==> src/rtl/bsg_downstream_pkg.sv <==
// Shared constants and read-FSM state encoding for the downstream channel.
package bsg_downstream_pkg;

  localparam int unsigned ADDR_W      = 6;
  localparam int unsigned PTR_W       = ADDR_W + 1;
  localparam int unsigned TOKEN_BATCH = 4;

  typedef enum logic [2:0] {
    FETCH_LO = 3'd0,
    CAP_LO   = 3'd1,
    FETCH_HI = 3'd2,
    CAP_HI   = 3'd3,
    PRESENT  = 3'd4
  } rd_state_e;

endpackage

==> src/rtl/bsg_token_batcher.sv <==
// Counts read pulses and emits one registered credit pulse per TOKEN_BATCH reads.
module bsg_token_batcher #(
  parameter int unsigned TOKEN_BATCH = 4
) (
  input  logic clk,
  input  logic rst,
  input  logic read_pulse,
  output logic token_out
);

  localparam int unsigned CNT_W = $clog2(TOKEN_BATCH);

  generate
    if (CNT_W == 0) begin : g_every
      // Batch of one: every read is a credit.
      always_ff @(posedge clk) begin
        if (rst) token_out <= 1'b0;
        else     token_out <= read_pulse;
      end
    end else begin : g_count
      logic [CNT_W-1:0] cnt;

      // Pulse on the cycle after the read that wraps the counter to zero.
      always_ff @(posedge clk) begin
        if (rst) begin
          cnt       <= '0;
          token_out <= 1'b0;
        end else begin
          token_out <= read_pulse && (cnt == {CNT_W{1'b1}});
          if (read_pulse) cnt <= cnt + CNT_W'(1);
        end
      end
    end
  endgenerate

endmodule

==> src/rtl/bsg_downstream_read_ctrl.sv <==
// Drains the receive buffer in order, pairs entries into 32-bit core words,
// and returns batched credits to the sender.
module bsg_downstream_read_ctrl #(
  parameter int unsigned ADDR_W      = bsg_downstream_pkg::ADDR_W,
  parameter int unsigned TOKEN_BATCH = bsg_downstream_pkg::TOKEN_BATCH
) (
  input  logic              clk,
  input  logic              rst,
  input  logic [ADDR_W:0]   wptr,
  output logic [ADDR_W:0]   rptr,
  output logic [ADDR_W-1:0] buffer_raddr,
  output logic              buffer_ren,
  input  logic [15:0]       buffer_rdata,
  output logic [31:0]       core_data_out,
  output logic              core_valid_out,
  input  logic              core_ready,
  output logic              io_token_out,
  output logic              overrun
);

  import bsg_downstream_pkg::*;

  localparam int unsigned PTR_BITS = ADDR_W + 1;
  localparam int unsigned DEPTH    = 1 << ADDR_W;

  rd_state_e         state, state_d;
  logic [ADDR_W:0]   rptr_d;
  logic [ADDR_W:0]   count;
  logic [15:0]       lo, lo_d;
  logic [31:0]       data_d;
  logic              valid_d;
  logic              empty;

  assign empty = (wptr == rptr);
  assign count = wptr - rptr;

  // State register and registered datapath/outputs.
  always_ff @(posedge clk) begin
    if (rst) begin
      state          <= FETCH_LO;
      rptr           <= '0;
      lo             <= '0;
      core_data_out  <= '0;
      core_valid_out <= 1'b0;
      overrun        <= 1'b0;
    end else begin
      state          <= state_d;
      rptr           <= rptr_d;
      lo             <= lo_d;
      core_data_out  <= data_d;
      core_valid_out <= valid_d;
      overrun        <= overrun | (count > PTR_BITS'(DEPTH));
    end
  end

  // Next-state, read issue and word assembly.
  always_comb begin
    state_d      = state;
    rptr_d       = rptr;
    lo_d         = lo;
    data_d       = core_data_out;
    valid_d      = core_valid_out;
    buffer_ren   = 1'b0;
    buffer_raddr = rptr[ADDR_W-1:0];
    case (state)
      FETCH_LO: begin
        if (!empty) begin
          buffer_ren = 1'b1;
          rptr_d     = rptr + PTR_BITS'(1);
          state_d    = CAP_LO;
        end
      end
      CAP_LO: begin
        lo_d    = buffer_rdata;
        state_d = FETCH_HI;
      end
      FETCH_HI: begin
        if (!empty) begin
          buffer_ren = 1'b1;
          rptr_d     = rptr + PTR_BITS'(1);
          state_d    = CAP_HI;
        end
      end
      CAP_HI: begin
        data_d  = {buffer_rdata, lo};
        valid_d = 1'b1;
        state_d = PRESENT;
      end
      PRESENT: begin
        if (core_ready) begin
          valid_d = 1'b0;
          state_d = FETCH_LO;
        end
      end
      default: state_d = FETCH_LO;
    endcase
  end

  // Credits are counted per issued read.
  bsg_token_batcher #(
    .TOKEN_BATCH(TOKEN_BATCH)
  ) u_token_batcher (
    .clk       (clk),
    .rst       (rst),
    .read_pulse(buffer_ren),
    .token_out (io_token_out)
  );

endmodule

==> config.mk <==
export PLATFORM = sky130hd
export DESIGN_NAME = bsg_downstream_read_ctrl
export DESIGN_NICKNAME = d
export VERILOG_FILES = /design/src/rtl/bsg_downstream_pkg.sv /design/src/rtl/bsg_token_batcher.sv /design/src/rtl/bsg_downstream_read_ctrl.sv
export SDC_FILE = /design/constraint.sdc
export NUM_CORES = 1
export LEC_CHECK = 0
export ABC_AREA = 1
export BUFFER_PORTS_ARGS = -buffer_cell sky130_fd_sc_hd__buf_2
export CAP_MARGIN = 20
export CORE_ASPECT_RATIO = 0.9
export CORE_MARGIN = 2
export CORE_UTILIZATION = 45
export CTS_BUF_LIST = sky130_fd_sc_hd__clkbuf_4 sky130_fd_sc_hd__clkbuf_8
export DETAILED_ROUTE_END_ITERATION = 8
export PLACE_DENSITY = 0.67
export SLEW_MARGIN = 20
export SYNTH_ARGS = -nofsm -noshare
export SYNTH_HDL_FRONTEND = slang
export SYNTH_SLANG_ARGS = --single-unit
export TNS_END_PERCENT = 20
==> constraint.sdc <==
create_clock -name clk -period 3 [get_ports clk]
set_input_delay 0.6 -clock clk [delete_from_list [all_inputs] [get_ports clk]]
set_output_delay 0.6 -clock clk [all_outputs]
set_load 0.02 [all_outputs]
==> results.md, run 1 <==
* Status: finished clean
* Syn_area_per_cell at 7.69 um2
* Ant diodes at 0
* H-tree Lvls at 3
* CTS tree: yes
* PwrDens at 617 nW/um2
* Cell Int Power at 1.43 mW
* Distinct cells, synth at 25
* Critical Path Stages at 8
* Via-to-Cell Ratio at 4.83
* First-pass DRT Iterations at 4
* Clock power frac at 36.5%
* Sequential fraction of design power at 47.3%
* CP Class: flop to output port
* Final WL at 5740 um
* Post-Place Cells at 471
* Antenna viol nets, final at 0
* Final Power at 1.97 mW
* Clock skew at 0.00804 ns
* Mapped Area at 2670 um2
* Dpl hpwl at 3980 um
* Fillers at 551
* Die W at 85.2 um
* Fin. Hold Viols at 0
* P_leak at 1.58 nW
* Synth top area share at 47.2%
* Req. time, crit path at 2.40 ns
* CP Max Fanout at 8
* Crit-path leading delay family: flip-flops
* Commonest non-fill, non-tap cell in the layout: buf_2
* CTS Buf Count at 9
* Routability Congestion at 0.886
* Non-filler instance count after layout at 487
* Final Setup Violations at 0
* Worst path cell trace: inv_1 > ha_1 > nand2_1 > nor2_1 > nand3_1 > nand2_1 > inv_2 > buf_2
* Total of max-cap violations at 0
* RSZ-0062 raised after global routing: no
* Final period utilization at 80.4%
* Yosys reg bits at 63
* Worst rel slew slack at 54.4%
* Vias in the first global route at 2217
* GRT overflow at 0
* Logic pwr share at 16.1%
* Hold Crit Class: flop to flop
* GRT Total Usage at 18.8%
* Cell Rows at 26
* FMAX at 0.415 GHz
* Sw Share at 27.4%
* Commonest non-fill, non-tap cells in the layout: buf_2, dfxtp_1, nor2_1
* Largest net degree at the start of global routing at 48
* I/O Pins at 75
* R2r setup slk at 1.13 ns
* CP arrival at 1.81 ns
* Nets@finish at 447
* Hold Startpoint: lo[1]
* Initial Util at 46.9%
* Most Frequent Cell on Critical Path: nand2_1
* Initial antenna violation count at 0
* RR Endpoint: rptr[3]
* First-pass GRT wire length at 10100 um
* Post-synthesis sequential area ratio at 47.2%
* Core region area at 5690 um2
* Clock Path Buffers at 2
* Worst Tran Pin Value at 0.684 ns
* CP bufs+invs at 3
* Setup TNS at 0 ns
* Yosys warns at 0
* Setup crit end kind: output port
* Port bufs at 74
* Crit start category: flop
* CTS resizes at 0
* Slowest stage delay, CP at 0.43 ns
* DR DRC count at 0
* Hold Path Depth at 2
* Syn nets at 382
* R2R depth at 11
* Min-Delay Endpoint: core_data_out[1]
* Routed WL per cell at 11.8 um
* Post-CTS Setup Inserts at 0
* Minimum clock period at 2.41 ns
* Max-slew violations at 0
* CTS Hold Bufs at 0
* Maximum VDD drop at 0.000451 V
* Layout cells sized above 1 at 24.2%
* Psw at 0.540 mW
* Initial drt markers at 113
* Worst reg2reg path startpoint: rptr[4]
* Clock Pin Slew Worst Setup and Hold Paths at 0.07 ns
* Layout area overhead at 19.6%
* Critical path's slowest cell: dfxtp_1
* Root buf cell: clkbuf_8
* Clock Latency Late Sink at 0.32 ns
* CTS sink count at 63
* Syn Inst Count at 347
* Largest area contributor in the netlist: dfxtp_1
* Dominant cells by area after synthesis: dfxtp_1, a21oi_1, o21ai_0
* Die Area at 6570 um2
* DIE HEIGHT at 77.1 um
* Vias at 2354
[metal layers]
metal | GRT usage, % | vias to the layer above | wire [um]
li1 | - | 1242 | -
met1 | 25.6 | 1052 | 2870
met5 | 0 | - | 0
met3 | 4.84 | 6 | 292
met2 | 29.4 | 54 | 2530
met4 | 5.24 | 0 | 48
[logic make-up (layout without fill, tap and decap cells)]
family          count (synthesis)  after routing  share of synthesized area, %
compound gates                 98             98                          18.9
xor+xnor                        4              4                          1.31
flops                          63             63                          47.2
fa+ha+maj                       9              9                          4.50
simple gates                  107            107                          16.2
buf+inv                        66            136                          11.8
[sequential cells by signal (all words and copies together), names as in the netlist]
signal                       cells
state                            3
u_token_batcher.token_out        1
lo                              16
rptr                             7
overrun                          1
u_token_batcher.g_count.cnt      2
core_valid_out                   1
core_data_out                   32
[stage by stage]
stage	cell area [um2]	util [%]	hold WS, ns	worst slack (ns)
after floorplan	2670	-	0.429	1.01
after global placement	3000	52.6	0.437	0.771
after detailed placement	3000	52.6	0.442	0.763
after CTS	3190	56.1	0.450	0.575
after global routing	3190	56.1	0.473	0.437
final	3190	56.1	0.445	0.589
[worst max-delay path by stage]
stage / end / startpoint
final: buffer_ren / rptr[4]
after detailed placement: buffer_ren / wptr[4]
after global placement: buffer_ren / wptr[4]
after floorplan: buffer_ren / rptr[4]
after CTS: buffer_ren / rptr[4]
after global routing: buffer_ren / rptr[4]
[cells in the mapped netlist, drive strengths merged]
library cell,count
nor2,48
ha,8
buf,15
nand3,8
nand4,2
nand2,44
o21ai,54
or3b,1
xor2,2
inv,43
fa,1
nor4,1
dfxtp,63
xnor2,2
clkbuf,8
nor3,2
a21oi,44
nand3b,1
[worst register-to-register path: stages, from the launching register on]
cell	delay, ns
dfxtp_1	0.43
inv_1	0.10
ha_1	0.35
nand2_1	0.09
nor2_1	0.04
nand3_1	0.07
nand2_1	0.07
buf_4	0.18
nor2_1	0.13
nand2_1	0.08
o21ai_0	0.16
nor2_1	0.06
[final cells by class]
type	instances	area [um2]	area share (%)
sequential	63	1260	39.5
multi-input combinational	218	1090	34.2
timing repair buffer	77	393	12.3
inverter	43	161	5.05
clock buffer	12	153	4.78
tap	70	87.6	2.74
clock inverter	4	45.0	1.41
[power groups by stage]
stage	combinational [mW]	sequential [mW]	clock [mW]
2_1_floorplan	0.198	0.987	0
3_5_place_dp	0.317	0.951	0
6_report	0.318	0.933	0.720
3_3_place_gp	0.311	0.950	0
5_1_grt	0.364	0.940	0.771
4_1_cts	0.320	0.933	0.733
No activity file was read; power rests on OpenSTA's default activity.
==> run 2: changes to the inputs <==
--- a/config.mk
+++ b/config.mk
@@ -5,7 +5,7 @@
 export SDC_FILE = /design/constraint.sdc
 export NUM_CORES = 1
 export LEC_CHECK = 0
-export ABC_AREA = 1
+export ABC_AREA = 0
 export BUFFER_PORTS_ARGS = -buffer_cell sky130_fd_sc_hd__buf_2
 export CAP_MARGIN = 20
 export CORE_ASPECT_RATIO = 0.9
@@ -13,7 +13,7 @@
 export CORE_UTILIZATION = 45
 export CTS_BUF_LIST = sky130_fd_sc_hd__clkbuf_4 sky130_fd_sc_hd__clkbuf_8
 export DETAILED_ROUTE_END_ITERATION = 8
-export PLACE_DENSITY = 0.67
+export PLACE_DENSITY = 0.68
 export SLEW_MARGIN = 20
 export SYNTH_ARGS = -nofsm -noshare
 export SYNTH_HDL_FRONTEND = slang
==> constraint.sdc (replaced) <==
create_clock -name clk -period 2.3 [get_ports clk]
set_input_delay 0.46 -clock clk [delete_from_list [all_inputs] [get_ports clk]]
set_output_delay 0.46 -clock clk [all_outputs]
set_load 0.02 [all_outputs]
==> results.md, run 2 <==
* Worst Tran Pin Value at 0.702 ns (was 0.684 ns)
* Largest area contributor in the netlist: dfxtp_1 (unchanged)
* GRT Total Usage at 19.3% (was 18.8%)
* CTS Buf Count at 9 (unchanged)
* Largest net degree at the start of global routing at 24 (was 48)
* Count leader, synth: nand2_1 (was dfxtp_1)
* DR DRC count at 0 (unchanged)
* Initial Util at 46.7% (was 46.9%)
* Max-slew violations at 0 (unchanged)
* CTS sink count at 63 (unchanged)
* Layout area overhead at 25.0% (was 19.6%)
* Non-filler instance count after layout at 471 (was 487)
* Minimum clock period at 2.22 ns
* Area after DPL at 3060 um2 (was 3000 um2)
* Synth top area share at 47.7% (was 47.2%)
* Final Setup Violations at 0 (unchanged)
* Cell Rows at 26 (unchanged)
* Maximum VDD drop at 0.000460 V (was 0.000451 V)
* PwrDens at 765 nW/um2 (was 617 nW/um2)
* Biggest registers after layout: core_data_out (32), lo (16), rptr (7) (unchanged)
* Die Area at 6510 um2 (was 6570 um2)
* Fin area at 3310 um2 (was 3190 um2)
* Root buf cell: clkbuf_8 (unchanged)
* EDFF count, synth at 0 (unchanged)
* Ant diodes at 0 (unchanged)
* Commonest non-fill, non-tap cell in the layout: nand2_1 (was buf_2)
* Max reg flops at 32 (unchanged)
* Post-synth top cells: nand2_1, dfxtp_1, a21oi_1 (was dfxtp_1, nor2_1, nand2_1)
* CP Max Fanout at 6 (was 8)
* Final period utilization at 96.4%
* Crit start category: flop (unchanged)
* Top reg by flops: core_data_out (unchanged)
* Post-Place Cells at 453 (was 471)
* Worst rel slew slack at 53.2% (was 54.4%)
* Vias at 2338 (was 2354)
* Via-to-Cell Ratio at 4.96 (was 4.83)
* Port bufs at 74 (unchanged)
* Clock Latency Late Sink at 0.34 ns (was 0.32 ns)
* Syn_area_per_cell at 8.11 um2 (was 7.69 um2)
* P_leak at 1.40 nW (was 1.58 nW)
* Post-route setup slack at 0.0825 ns (was 0.589 ns)
* DP Worst Slack at 0.0779 ns (was 0.763 ns)
* Fillers at 555 (was 551)
* H-tree Lvls at 3 (unchanged)
* CTS Hold Bufs at 0 (unchanged)
* Post-synthesis sequential area ratio at 47.7% (was 47.2%)
* Fin. Hold Viols at 0 (unchanged)
* Vias in the first global route at 2092 (was 2217)
* First-pass GRT wire length at 10000 um (was 10100 um)
* Routed WL per cell at 12.7 um (was 11.8 um)
* Dominant cells by area after synthesis: dfxtp_1, nand2_1, a21oi_1 (was dfxtp_1, a21oi_1, o21ai_0)
* Dpl hpwl at 4260 um (was 3980 um)
* Clock Pin Slew Worst Setup and Hold Paths at 0.07 ns (about the same)
* Req. time, crit path at 1.84 ns (was 2.40 ns)
* Yosys warns at 0 (unchanged)
* Die W at 84.8 um (was 85.2 um)
* Initial drt markers at 135 (was 113)
* Final WL at 5960 um (was 5740 um)
* First-pass DRT Iterations at 5 (was 4)
* Core region area at 5660 um2 (was 5690 um2)
* Clock Path Buffers at 2 (unchanged)
* DIE HEIGHT at 76.7 um (was 77.1 um)
* Mapped Area at 2640 um2 (was 2670 um2)
* Layout cells sized above 1 at 27.7% (was 24.2%)
* Initial antenna violation count at 0 (unchanged)
* Hold Crit Class: input port to flop (was flop to flop)
* FMAX at 0.451 GHz
* Post-synth ARST share at 0% (unchanged)
* Main synth FF type: dfxtp_1 (unchanged)
* Distinct cells, synth at 38 (was 25)
* Total of max-cap violations at 0 (unchanged)
* Yosys reg bits at 63 (unchanged)
* Syn Inst Count at 326 (was 347)
* Status: finished clean (unchanged)
* Nets@finish at 431 (was 447)
* CTS tree: yes (unchanged)
* Commonest non-fill, non-tap cells in the layout: nand2_1, buf_2, dfxtp_1 (was buf_2, dfxtp_1, nor2_1)
* Final Power at 2.53 mW (was 1.97 mW)
* CP arrival at 1.76 ns (was 1.81 ns)
* Clock skew at 0.00724 ns (was 0.00804 ns)
* Routability Congestion at 0.962 (was 0.886)
* Antenna viol nets, final at 0 (unchanged)
* Syn nets at 361 (was 382)
* Setup crit end kind: output port (unchanged)
* I/O Pins at 75 (unchanged)
* CP Class: flop to output port (unchanged)
* GRT overflow at 0 (unchanged)
[run 2: changes by cell type after synthesis, moves of 3 or more]
cell	delta
a21oi_1	+15
buf_2	+4
buf_6	-5
clkbuf_1	+5
inv_1	-33
nand2_1	+58
nand2b_1	+3
nor2_1	-35
o21ai_0	-37
o21ai_1	-13
[run 2: critical path: stages (launching register included)]
cell and delay, ns:
dfxtp_4 0.37, inv_1 0.09, ha_4 0.31, and4_4 0.24, nand4_4 0.13, nand2_4 0.11
inv_1 0.04, buf_2 0.14
[run 2: layer usage]
metal | GRT usage [%] | up-vias | share of wire [%]
met5 | 0 | - | 0
met4 | 4.76 | 0 | 0.52
li1 | - | 1211 | -
met1 | 27.0 | 1053 | 49
met3 | 6.89 | 4 | 6.4
met2 | 28.7 | 70 | 44
[run 2: area by class of cell]
cell class | instances | area, um2 | share of cell area (%)
Tap cell | 70 | 87.6 | 2.65
Multi-Input combinational cell | 229 | 1250 | 37.9
Sequential cell | 63 | 1270 | 38.3
Timing Repair Buffer | 85 | 473 | 14.3
Inverter | 8 | 30.0 | 0.908
Clock inverter | 7 | 73.8 | 2.23
Clock buffer | 9 | 124 | 3.75
[run 2: logic make-up (layout without fill, tap and decap cells)]
logic type      Yosys count  in the layout  synth area share (%)
compound gates           66             66                  13.3
xor+xnor                  9              9                  3.27
fa+ha+maj                 9              9                  4.54
buf+inv                  34            109                  6.01
flops                    63             63                  47.7
simple gates            145            145                  25.1
[run 2: where the power goes]
group,internal (mW),switching (mW)
Combinational,0.162,0.250
Clock,0.499,0.430
Sequential,1.15,0.0370
Total,1.81,0.717
[run 2: per-stage QoR]
step / utilization, % / setup TNS, ns / hold WS (ns)
finish: 58.4 / 0 / 0.363
global route: 58.4 / -0.0000910 / 0.349
CTS: 58.0 / 0 / 0.350
detailed placement: 54.1 / 0 / 0.442
global placement: 53.8 / 0 / 0.439
floorplan: - / 0 / 0.432
[run 2: path summary, 6_finish.rpt]
| path | start | end | slack [ns] | cells after the start |
|---|---|---|---|---|
| worst min register to register | core_data_out[30] | core_data_out[30] | 0.45 | 2 |
| worst min-delay path | buffer_rdata[2] | lo[2] | 0.36 | 3 |
| worst max-delay path | rptr[2] | buffer_ren | 0.08 | 7 |
| worst max register to register | rptr[0] | overrun | 0.33 | 7 |
[run 2: what timing repair did]
action / CTS / global route
pin swaps: 1 / 0
endpoints found under the setup margin: 1 / 1
buffers inserted: 1 / 1
gates resized for setup: 4 / 2
==> run 3: changes to the inputs <==
--- a/config.mk
+++ b/config.mk
@@ -14,6 +14,7 @@
 export CTS_BUF_LIST = sky130_fd_sc_hd__clkbuf_4 sky130_fd_sc_hd__clkbuf_8
 export DETAILED_ROUTE_END_ITERATION = 8
 export PLACE_DENSITY = 0.68
+export RECOVER_POWER = 25
 export SLEW_MARGIN = 20
 export SYNTH_ARGS = -nofsm -noshare
 export SYNTH_HDL_FRONTEND = slang
==> results.md, run 3 (synthesized netlist as in run 2, its figures left out) <==
* CTS Hold Bufs at 0 (unchanged)
* I/O Pins at 75 (unchanged)
* Routability Congestion at 0.962 (unchanged)
* Final period utilization at 96.4% (about the same)
* Clock Latency Late Sink at 0.34 ns (about the same)
* Worst path cell trace: inv_1 > ha_4 > and4_4 > nand4_4 > nand2_4 > inv_1 > buf_2 (unchanged)
* Post-route setup slack at 0.0818 ns (was 0.0825 ns)
* Area occupied by multi-input gates at 1250 um2 (unchanged)
* H-tree Lvls at 3 (unchanged)
* Hold_ws at 0.361 ns (was 0.363 ns)
* P_leak at 1.29 nW (was 1.40 nW)
* Most Frequent Cell on Critical Path: inv_1 (unchanged)
* Final Power at 2.52 mW (was 2.53 mW)
* Post-Place Cells at 453 (unchanged)
* Status: finished clean (unchanged)
* CP arrival at 1.76 ns (about the same)
* FMAX at 0.451 GHz (about the same)
* Max reg flops at 32 (unchanged)
* Initial antenna violation count at 0 (unchanged)
* Area after DPL at 3060 um2 (unchanged)
* Commonest non-fill, non-tap cell in the layout: nand2_1 (unchanged)
* DP Worst Slack at 0.0779 ns (unchanged)
* Worst rel slew slack at 53.5% (was 53.2%)
* Vias at 2340 (was 2338)
* Fin. Hold Viols at 0 (unchanged)
* Root buf cell: clkbuf_8 (unchanged)
* Final WL at 5970 um (was 5960 um)
* Crit start category: flop (unchanged)
* CTS sink count at 63 (unchanged)
* DIE HEIGHT at 76.7 um (unchanged)
* Non-filler instance count after layout at 471 (unchanged)
* Minimum clock period at 2.22 ns (about the same)
* Core region area at 5660 um2 (unchanged)
* Clock skew at 0.00724 ns (about the same)
* First-pass DRT Iterations at 4 (was 5)
* Ant diodes at 0 (unchanged)
* Hold Crit Class: input port to flop (unchanged)
* Total of max-cap violations at 0 (unchanged)
* DR DRC count at 0 (unchanged)
* PwrDens at 772 nW/um2 (was 765 nW/um2)
* Vias in the first global route at 2092 (unchanged)
* CTS tree: yes (unchanged)
* Max-slew violations at 0 (unchanged)
* CP Max Fanout at 6 (unchanged)
* Biggest registers after layout: core_data_out (32), lo (16), rptr (7) (unchanged)
* Largest net degree at the start of global routing at 24 (unchanged)
* Clock Pin Slew Worst Setup and Hold Paths at 0.07 ns (about the same)
* Die W at 84.8 um (unchanged)
* Layout cells sized above 1 at 21.2% (was 27.7%)
* Initial Util at 46.7% (unchanged)
* Fillers at 564 (was 555)
* Fin area at 3270 um2 (was 3310 um2)
* Port bufs at 74 (unchanged)
* Critical path's slowest cell: dfxtp_4 (unchanged)
* CTS Buf Count at 9 (unchanged)
* Final Setup Violations at 0 (unchanged)
* Antenna viol nets, final at 0 (unchanged)
* Routed WL per cell at 12.7 um (about the same)
* Register area at 1270 um2 (unchanged)
* Slowest stage delay, CP at 0.37 ns (about the same)
* Maximum VDD drop at 0.000460 V (about the same)
* Worst Tran Pin Value at 0.697 ns (was 0.702 ns)
* GRT Total Usage at 19.3% (unchanged)
* CP Class: flop to output port (unchanged)
* Via-to-Cell Ratio at 4.97 (was 4.96)
* Top reg by flops: core_data_out (unchanged)
* Nets@finish at 431 (unchanged)
* First-pass GRT wire length at 10000 um (unchanged)
* Req. time, crit path at 1.84 ns (about the same)
* Layout area overhead at 23.7% (was 25.0%)
* Commonest non-fill, non-tap cells in the layout: nand2_1, dfxtp_1, a21oi_1 (was nand2_1, buf_2, dfxtp_1)
* Die Area at 6510 um2 (unchanged)
* Setup crit end kind: output port (unchanged)
* Clock Path Buffers at 2 (unchanged)
* Cell Rows at 26 (unchanged)
* Dpl hpwl at 4260 um (unchanged)
* GRT overflow at 0 (unchanged)
* Initial drt markers at 135 (unchanged)
-- run 3: critical path, delay by kind of cell (launching register included) --
kind / cells / cell delay, ns
adder cells (fa/ha/maj): 1 / 0.31
AND/OR/NAND/NOR: 3 / 0.48
flip-flops: 1 / 0.37
buffers and inverters: 3 / 0.27
-- run 3: repair_timing --
| item | CTS | global route |
|---|---|---|
| buffers inserted | 1 | 1 |
| resized for setup | 4 | 2 |
| pin swaps | 1 | 0 |
| setup endpoints to repair | 1 | 1 |
-- run 3: worst paths after layout --
kind | startpoint | end | slack [ns] | depth (start not counted)
worst min register to register | lo[8] | core_data_out[8] | 0.45 | 2
worst max register to register | rptr[0] | overrun | 0.33 | 7
worst max-delay path | rptr[2] | buffer_ren | 0.08 | 7
worst min-delay path | buffer_rdata[2] | lo[2] | 0.36 | 3
-- run 3: area by class of cell --
class,instances,area share (%)
Clock buffer,9,3.79
Multi-Input combinational cell,229,38.3
Tap cell,70,2.68
Clock inverter,7,2.26
Timing Repair Buffer,85,13.4
Sequential cell,63,38.7
Inverter,8,0.918
-- run 3: power breakdown --
| part | switching (mW) | total (mW) | internal (mW) | leakage (nW) |
|---|---|---|---|---|
| clock network | 0.432 | 0.930 | 0.499 | 0.0875 |
| logic | 0.250 | 0.407 | 0.157 | 0.688 |
| registers | 0.0373 | 1.19 | 1.15 | 0.513 |
| total | 0.719 | 2.52 | 1.81 | 1.29 |
-- run 3: per-layer routing --
layer / global-route usage (%) / vias up / wire length (um)
met1: 27.0 / 1057 / 2900
met3: 6.89 / 4 / 390
met4: 4.76 / 0 / 31
met2: 28.7 / 68 / 2650
li1: - / 1211 / -
met5: 0 / - / 0
-- run 3: through the flow --
step / utilization (%) / TNS [ns]
after floorplan: - / 0
after global placement: 53.8 / 0
after detailed placement: 54.1 / 0
after CTS: 58.0 / 0
after global routing: 57.8 / -0.0000910
final: 57.8 / 0
